$ cat config.mk
export PLATFORM = sky130hd
export DESIGN_NAME = ram_arbiter_flat
export DESIGN_NICKNAME = d
export VERILOG_FILES = /design/src/rtl/ram_arbiter_if.sv /design/src/rtl/ram_arbiter.sv /design/src/flat_wrapper.sv
export SDC_FILE = /design/constraint.sdc
export NUM_CORES = 1
export LEC_CHECK = 0
export ABC_CLOCK_PERIOD_IN_PS = 2050
export BUFFER_PORTS_ARGS = -buffer_cell sky130_fd_sc_hd__clkbuf_2
export CORE_ASPECT_RATIO = 0.75
export CORE_MARGIN = 8
export CORE_UTILIZATION = 45
export DETAILED_ROUTE_END_ITERATION = 8
export PLACE_DENSITY = 0.77
export SLEW_MARGIN = 40
export SYNTH_ARGS = -nofsm -noshare
export SYNTH_HDL_FRONTEND = slang
export SYNTH_SLANG_ARGS = --single-unit
$ cat constraint.sdc
create_clock -name clk -period 2.05 [get_ports clk]
set_input_delay 0.3075 -clock clk [delete_from_list [all_inputs] [get_ports clk]]
set_output_delay 0.3075 -clock clk [all_outputs]
set_load 0.005 [all_outputs]
$ cat src/rtl/ram_arbiter_if.sv
// ram_arbiter_if -- bundle of every bus between the two requesters, the
// arbiter and the shared single-port RAM.
//   I port : i_req, i_addr (to arbiter); i_rdata, i_ack (from arbiter)
//   D port : d_req, d_we, d_addr, d_wdata (to arbiter); d_rdata, d_ack
//   RAM    : mem_addr, mem_data_in, mem_write_en, mem_read_en (from arbiter),
//            mem_data_out (to arbiter)
//   status : busy, owner (from arbiter)
// Modports: slave = arbiter view, master = requester/RAM side view.
`ifndef DATA_WIDTH
`define DATA_WIDTH 32
`endif

interface ram_arbiter_if #(parameter int DW = `DATA_WIDTH);
    logic          i_req;
    logic [DW-1:0] i_addr;
    logic [DW-1:0] i_rdata;
    logic          i_ack;

    logic          d_req;
    logic          d_we;
    logic [DW-1:0] d_addr;
    logic [DW-1:0] d_wdata;
    logic [DW-1:0] d_rdata;
    logic          d_ack;

    logic [DW-1:0] mem_addr;
    logic [DW-1:0] mem_data_in;
    logic          mem_write_en;
    logic          mem_read_en;
    logic [DW-1:0] mem_data_out;

    logic          busy;
    logic          owner;

    modport slave (
        input  i_req, i_addr, d_req, d_we, d_addr, d_wdata, mem_data_out,
        output i_rdata, i_ack, d_rdata, d_ack,
               mem_addr, mem_data_in, mem_write_en, mem_read_en, busy, owner
    );

    modport master (
        output i_req, i_addr, d_req, d_we, d_addr, d_wdata, mem_data_out,
        input  i_rdata, i_ack, d_rdata, d_ack,
               mem_addr, mem_data_in, mem_write_en, mem_read_en, busy, owner
    );
endinterface

$ cat src/rtl/ram_arbiter.sv
// ram_arbiter -- shares one RAM between an instruction-fetch port (I, read
// only) and a data port (D, read/write). One access per 3 cycles:
// IDLE (accept at edge N) -> ACCESS (cycle N+1, enables on) -> RESP (cycle
// N+2, ack + read data) -> IDLE.
// Ports: clk, rst_n (synchronous, active low), bus (ram_arbiter_if.slave).
// Build option: define ARB_ROUND_ROBIN_EN to alternate grants on conflict
// (I first after reset); otherwise D always wins a conflict.
`ifndef DATA_WIDTH
`define DATA_WIDTH 32
`endif

module ram_arbiter #(
    parameter int DW = `DATA_WIDTH
) (
    input  logic         clk,
    input  logic         rst_n,
    ram_arbiter_if.slave bus
);
    localparam logic [1:0] IDLE   = 2'd0;
    localparam logic [1:0] ACCESS = 2'd1;
    localparam logic [1:0] RESP   = 2'd2;

    logic [1:0]    state;
    logic          owner_q;
    logic          we_q;
    logic [DW-1:0] addr_q;
    logic [DW-1:0] wdata_q;
    logic [DW-1:0] i_rdata_q;
    logic [DW-1:0] d_rdata_q;
    logic          grant_d;
    logic          in_access;
    logic          in_resp;
    logic          resp_rd;

`ifdef ARB_ROUND_ROBIN_EN
    // 1 when D should win the next conflict; cleared by reset so I goes first.
    logic rr_next_d;
`endif

    always_comb begin
        grant_d = bus.d_req;
        if (bus.i_req && bus.d_req) begin
`ifdef ARB_ROUND_ROBIN_EN
            grant_d = rr_next_d;
`else
            grant_d = 1'b1;
`endif
        end
    end

    always_ff @(posedge clk) begin
        if (!rst_n) begin
            state     <= IDLE;
            owner_q   <= 1'b0;
            we_q      <= 1'b0;
            addr_q    <= '0;
            wdata_q   <= '0;
            i_rdata_q <= '0;
            d_rdata_q <= '0;
`ifdef ARB_ROUND_ROBIN_EN
            rr_next_d <= 1'b0;
`endif
        end else begin
            case (state)
                IDLE: begin
                    if (bus.i_req || bus.d_req) begin
                        state   <= ACCESS;
                        owner_q <= grant_d;
                        if (grant_d) begin
                            addr_q  <= bus.d_addr;
                            wdata_q <= bus.d_wdata;
                            we_q    <= bus.d_we;
                        end else begin
                            addr_q  <= bus.i_addr;
                            wdata_q <= '0;
                            we_q    <= 1'b0;
                        end
`ifdef ARB_ROUND_ROBIN_EN
                        rr_next_d <= ~grant_d;
`endif
                    end
                end
                ACCESS: state <= RESP;
                RESP: begin
                    state <= IDLE;
                    if (!we_q) begin
                        if (owner_q) d_rdata_q <= bus.mem_data_out;
                        else         i_rdata_q <= bus.mem_data_out;
                    end
                end
                default: state <= IDLE;
            endcase
        end
    end

    // Enables and acks are gated by rst_n so a reset landing mid-transaction
    // can never commit a write or signal completion at the reset edge.
    assign in_access = (state == ACCESS) && rst_n;
    assign in_resp   = (state == RESP) && rst_n;
    assign resp_rd   = in_resp && !we_q;

    assign bus.mem_addr     = addr_q;
    assign bus.mem_data_in  = wdata_q;
    assign bus.mem_write_en = in_access && we_q;
    assign bus.mem_read_en  = in_access && !we_q;

    assign bus.i_ack = in_resp && !owner_q;
    assign bus.d_ack = in_resp && owner_q;

    // Read data is forwarded during RESP so it is valid alongside ack, and is
    // registered at the end of RESP so it holds until the next read.
    assign bus.i_rdata = (resp_rd && !owner_q) ? bus.mem_data_out : i_rdata_q;
    assign bus.d_rdata = (resp_rd && owner_q)  ? bus.mem_data_out : d_rdata_q;

    assign bus.busy  = (state != IDLE);
    assign bus.owner = owner_q;
endmodule

$ cat src/flat_wrapper.sv
// flat-port wrapper written by rule: the top's interface ports become plain ports
module ram_arbiter_flat 
#(
    parameter int DW = `DATA_WIDTH
)
  (clk, rst_n, bus_i_req, bus_i_addr, bus_d_req, bus_d_we, bus_d_addr, bus_d_wdata, bus_mem_data_out, bus_i_rdata, bus_i_ack, bus_d_rdata, bus_d_ack, bus_mem_addr, bus_mem_data_in, bus_mem_write_en, bus_mem_read_en, bus_busy, bus_owner);
  ram_arbiter_if #(.DW(DW)) bus_i ();
  input  logic clk;
  input  logic rst_n;
  input wire logic [$bits(bus_i.i_req)-1:0] bus_i_req;
  input wire logic [$bits(bus_i.i_addr)-1:0] bus_i_addr;
  input wire logic [$bits(bus_i.d_req)-1:0] bus_d_req;
  input wire logic [$bits(bus_i.d_we)-1:0] bus_d_we;
  input wire logic [$bits(bus_i.d_addr)-1:0] bus_d_addr;
  input wire logic [$bits(bus_i.d_wdata)-1:0] bus_d_wdata;
  input wire logic [$bits(bus_i.mem_data_out)-1:0] bus_mem_data_out;
  output wire logic [$bits(bus_i.i_rdata)-1:0] bus_i_rdata;
  output wire logic [$bits(bus_i.i_ack)-1:0] bus_i_ack;
  output wire logic [$bits(bus_i.d_rdata)-1:0] bus_d_rdata;
  output wire logic [$bits(bus_i.d_ack)-1:0] bus_d_ack;
  output wire logic [$bits(bus_i.mem_addr)-1:0] bus_mem_addr;
  output wire logic [$bits(bus_i.mem_data_in)-1:0] bus_mem_data_in;
  output wire logic [$bits(bus_i.mem_write_en)-1:0] bus_mem_write_en;
  output wire logic [$bits(bus_i.mem_read_en)-1:0] bus_mem_read_en;
  output wire logic [$bits(bus_i.busy)-1:0] bus_busy;
  output wire logic [$bits(bus_i.owner)-1:0] bus_owner;
  assign bus_i.i_req = bus_i_req;
  assign bus_i.i_addr = bus_i_addr;
  assign bus_i.d_req = bus_d_req;
  assign bus_i.d_we = bus_d_we;
  assign bus_i.d_addr = bus_d_addr;
  assign bus_i.d_wdata = bus_d_wdata;
  assign bus_i.mem_data_out = bus_mem_data_out;
  assign bus_i_rdata = bus_i.i_rdata;
  assign bus_i_ack = bus_i.i_ack;
  assign bus_d_rdata = bus_i.d_rdata;
  assign bus_d_ack = bus_i.d_ack;
  assign bus_mem_addr = bus_i.mem_addr;
  assign bus_mem_data_in = bus_i.mem_data_in;
  assign bus_mem_write_en = bus_i.mem_write_en;
  assign bus_mem_read_en = bus_i.mem_read_en;
  assign bus_busy = bus_i.busy;
  assign bus_owner = bus_i.owner;
  ram_arbiter #(.DW(DW)) u_core (.clk(clk), .rst_n(rst_n), .bus(bus_i));
endmodule
==> out/qor.yml <==
routing:
  detail-route-antenna-nets: 0
  dr_wl_met3_um: 1292
  routed.top_layer: "met4"
  drt_pre_antenna_iters: 4
  vias: 5241
  wirelength_um: 18510
  detail_route.wl_per_cell_um: 19.09
  drc: 0
  wirelength_met1_um: 7668
  initialDrtViolationCount: 279
  wl_met2_um: 8974
  avg_vias_per_cell: 5.403
power:
  cellInternalPower_mw: 4.810
  fin_total_pwr_mw: 6.449
  power_frac_comb_pct: 14.1
  power_density_mw_per_mm2: 789.3
  power_frac_seq_pct: 43.3
  worst_ir_drop_vdd_v: 0.0006362
  net-switching-power_mw: 1.639
  power.static_leakage_nw: 4.141
  share_clk_of_total_power_pct: 42.6
  power_switching_share_pct: 25.41
setup_path:
  timing.critical_path.cells: "nand2_4 > nor4b_4 > buf_6 > buf_12 > buf_16 > mux2_4 > clkbuf_2"
  endpoint_kind: "output port"
  nature_of_the_critical_path_startpoint: "flip-flop"
  cp_data_required_time_ns: 1.74
  critical-path-max-stage-delay_ns: 0.37
  regToRegSetupSlack_ns: 0.46
  timing.critical_path.fanout_max: 8
  worstPathArrival_ns: 1.91
  cp.buffers_inverters: 4
  cp_top_family: "buffers and inverters"
  timing.critical_path.slowest_stage_cell: "sky130_fd_sc_hd__dfxtp_4"
  timing.setup.critical_path_class: "flip-flop to output port"
synth:
  synth.yosys.seq_area_share_pct: 45.73
  yosys_warnings: 0
  synth_compound_gate_area_share_pct: 22.93
  postSynthNetCount: 663
  post_synth_num_cell_types: 32
  postSynthAreaPerCell_um2: 10.90
  yosys_register_bits: 132
  synth-xor-area-share_pct: 0
  synthSimpleGateAreaFrac_pct: 7.038
  synth_fa_ha_area_share_pct: 0
  synth_top_family_by_area: "compound AO/OA/AOI/OAI gates"
  post_synth_mux_area_share_pct: 19.32
  synthesis.instances: 530
  mappedNetlistArea_mm2: 0.005778
sta:
  drv_slew: 0
  slew_at_the_pin_closest_to_its_max_slew_limit_ns: 0.7362
  postLayoutSetupSlackWorst_ns: -0.1665
  maxSlewHeadroom_pct: 50.80
  final_min_period_over_clock_period_pct: 108.1
  finalSetupViolCount: 64
  final_critical_period_ns: 2.217
  grt_setup_unrepaired: "yes"
  final_hold_violation_count: 0
  clock-skew-final_ns: 0.009746
  achievable-frequency_mhz: 451.2
  accumulated_negative_setup_slack_ns: -6.366
floorplan:
  core_mm2: 0.01275
  boundaryPins: 267
  standard_cell_rows: 36
  die_w_um: 146.8
  fp.dieArea_mm2: 0.01676
  initial_cell_density_of_the_core_pct: 45.33
  dieHeight_um: 114.1
outcome:
  violated_checks: "negative setup slack"
  status: "complete, but fails checks"
final_layout:
  number_of_fill_cells: 1022
  antenna-diode-count: 0
  post_route_cells_drive_above_1_share_pct: 49.81
  post_layout_instance_count_excluding_filler_cells: 970
  mostFrequentLayoutCell: "sky130_fd_sc_hd__clkbuf_2"
  flow.area_growth_from_synthesis_pct: 41.40
  final_cell_mix: "sky130_fd_sc_hd__clkbuf_2 (264), sky130_fd_sc_hd__dfxtp_1 (129), sky130_fd_sc_hd__a22o_1 (64)"
  core_utilization_of_the_finished_layout_pct: 64.10
  multiInputGateArea_mm2: 0.003015
  area.sequential_mm2: 0.002654
  design.final.nets: 921
placement:
  post-place-ws_ns: 0.08761
  place_hpwl_um: 12270
  dp.cells: 928
  gp_congestion: 0.7738
  io_buffer_count: 266
grt:
  antenna_found_initial: 0
  globalRouteTotalUtil_pct: 21.14
  grt_start_max_net_pins: 72
  gr-total-overflow: 0
  number_of_global_route_vias_before_repair: 5607
  global_route_wire_length_before_repair_um: 29000
clock_tree:
  htree_levels: 4
  ctsLongestPathBuffers: 2
  clock_insertion_delay_worst_skew_ns: 0.40
  tritoncts_buffer_count: 17
  postCtsHoldBufs: 0
  cts_root_buf: "sky130_fd_sc_hd__clkbuf_16"
  clock_tree_from_tritoncts: "yes"
  cts.clk_slew.worst_paths_ns: 0.05
  clock-sinks: 132
run:
  max_cap_viol_count: 0
min_path:
  hold_path_class: "primary input to flip-flop"
## flip-flops by register name (all words and copies together) (netlist names)
register                flops
u_core.bus.mem_addr        32
u_core.bus.owner            1
u_core.we_q                 1
u_core.bus.mem_data_in     32
u_core.i_rdata_q           32
u_core.state                2
u_core.d_rdata_q           32
## per-layer routing
| layer | GRT usage [%] | up-vias |
|---|---|---|
| met2 | 35.65 | 216 |
| met3 | 6.754 | 39 |
| met1 | 24.15 | 2503 |
| li1 | - | 2483 |
| met4 | 9.651 | 0 |
| met5 | 0 | - |
## path summary, 6_finish.rpt
check | from | to | depth (start not counted)
worst max-delay path | u_core.state[1]$_SDFFE_PN0P_ | bus_d_rdata[13] | 7
worst min-delay path | bus_d_wdata[23] | u_core.bus.mem_data_in[23]$_SDFFE_PN0P_ | 3
worst max register to register | u_core.bus.owner$_SDFFE_PN0P_ | u_core.i_rdata_q[15]$_SDFFE_PN0P_ | 5
worst min register to register | u_core.i_rdata_q[28]$_SDFFE_PN0P_ | u_core.i_rdata_q[28]$_SDFFE_PN0P_ | 1
## cells in the mapped netlist
| cell | number | area (µm²) |
|---|---|---|
| sky130_fd_sc_hd__nor3b_2 | 1 | 12.51 |
| sky130_fd_sc_hd__nor4b_2 | 1 | 15.01 |
| sky130_fd_sc_hd__buf_4 | 7 | 52.55 |
| sky130_fd_sc_hd__and2_1 | 1 | 6.260 |
| sky130_fd_sc_hd__and3b_1 | 1 | 8.760 |
| sky130_fd_sc_hd__mux2_1 | 8 | 90.09 |
| sky130_fd_sc_hd__a21boi_0 | 33 | 247.7 |
| sky130_fd_sc_hd__clkbuf_1 | 27 | 101.4 |
| sky130_fd_sc_hd__buf_2 | 15 | 75.07 |
| sky130_fd_sc_hd__nor2_1 | 4 | 15.01 |
| sky130_fd_sc_hd__mux2_2 | 36 | 405.4 |
| sky130_fd_sc_hd__and2b_1 | 1 | 7.510 |
| sky130_fd_sc_hd__dfxtp_1 | 132 | 2643 |
| sky130_fd_sc_hd__mux2_4 | 20 | 300.3 |
| sky130_fd_sc_hd__buf_12 | 2 | 40.04 |
| sky130_fd_sc_hd__o31a_1 | 1 | 8.760 |
| sky130_fd_sc_hd__buf_8 | 1 | 15.01 |
| sky130_fd_sc_hd__nand3_1 | 33 | 165.2 |
| sky130_fd_sc_hd__nand2_1 | 34 | 127.6 |
| sky130_fd_sc_hd__a21boi_1 | 2 | 15.01 |
| sky130_fd_sc_hd__and3_1 | 2 | 12.51 |
| sky130_fd_sc_hd__o21a_1 | 1 | 7.510 |
| sky130_fd_sc_hd__nor3_1 | 1 | 5.000 |
| sky130_fd_sc_hd__o21ai_0 | 33 | 165.2 |
| sky130_fd_sc_hd__nor2_4 | 1 | 11.26 |
| sky130_fd_sc_hd__a22o_1 | 64 | 560.5 |
| sky130_fd_sc_hd__nor3b_1 | 1 | 7.510 |
| sky130_fd_sc_hd__nand2_2 | 1 | 6.260 |
| sky130_fd_sc_hd__or2_2 | 1 | 6.260 |
| sky130_fd_sc_hd__o211a_1 | 32 | 320.3 |
| sky130_fd_sc_hd__mux2i_1 | 32 | 320.3 |
| sky130_fd_sc_hd__inv_1 | 1 | 3.750 |
## metrics by stage
| stage | cell area (µm²) | hold WS, ns |
|---|---|---|
| 5_1_grt | 8170 | 0.1355 |
| 3_3_place_gp | 7209 | 0.4510 |
| 3_5_place_dp | 7214 | 0.4521 |
| 4_1_cts | 8128 | 0.1298 |
| 2_1_floorplan | 5778 | 0.4351 |
| 6_report | 8170 | 0.1490 |
## power groups by stage
stage | clock [mW] | sequential [mW] | combinational, mW
after CTS | 2.80 | 2.79 | 0.907
after detailed placement | 0 | 2.84 | 0.864
after floorplan | 0 | 2.84 | 0.431
after global placement | 0 | 2.83 | 0.836
final | 2.75 | 2.79 | 0.910
after global routing | 2.95 | 2.81 | 0.991
## repair_timing
item | 4_1_cts | 5_1_grt
setup endpoints to repair | 61 | 61
pin swaps | 3 | 0
resized for setup | 46 | 6
setup buffers | 4 | 2
cloned | 6 | 1
## cells by family (layout without fill, tap and decap cells)
kind of cell | after synthesis | in the layout
AOI/OAI and AO/OA | 166 | 166
DFF | 132 | 132
muxes | 96 | 96
and+or+nand+nor | 83 | 83
buffers and inverters | 53 | 322
## worst min-delay path: stages
cell and delay [ns]:
sky130_fd_sc_hd__clkbuf_2 0.08, sky130_fd_sc_hd__nand2_1 0.04, sky130_fd_sc_hd__a21boi_0 0.06
## layout make-up
| type | count | share of cell area (%) |
|---|---|---|
| well taps | 171 | 2.619 |
| clock inverters | 13 | 1.409 |
| repair buffers | 291 | 21.33 |
| flip-flops and latches | 132 | 32.48 |
| clock buffers | 17 | 5.207 |
| inverters | 1 | 0.04594 |
| multi-input cells | 345 | 36.91 |
Note: power is estimated with default switching activity, not from simulation.
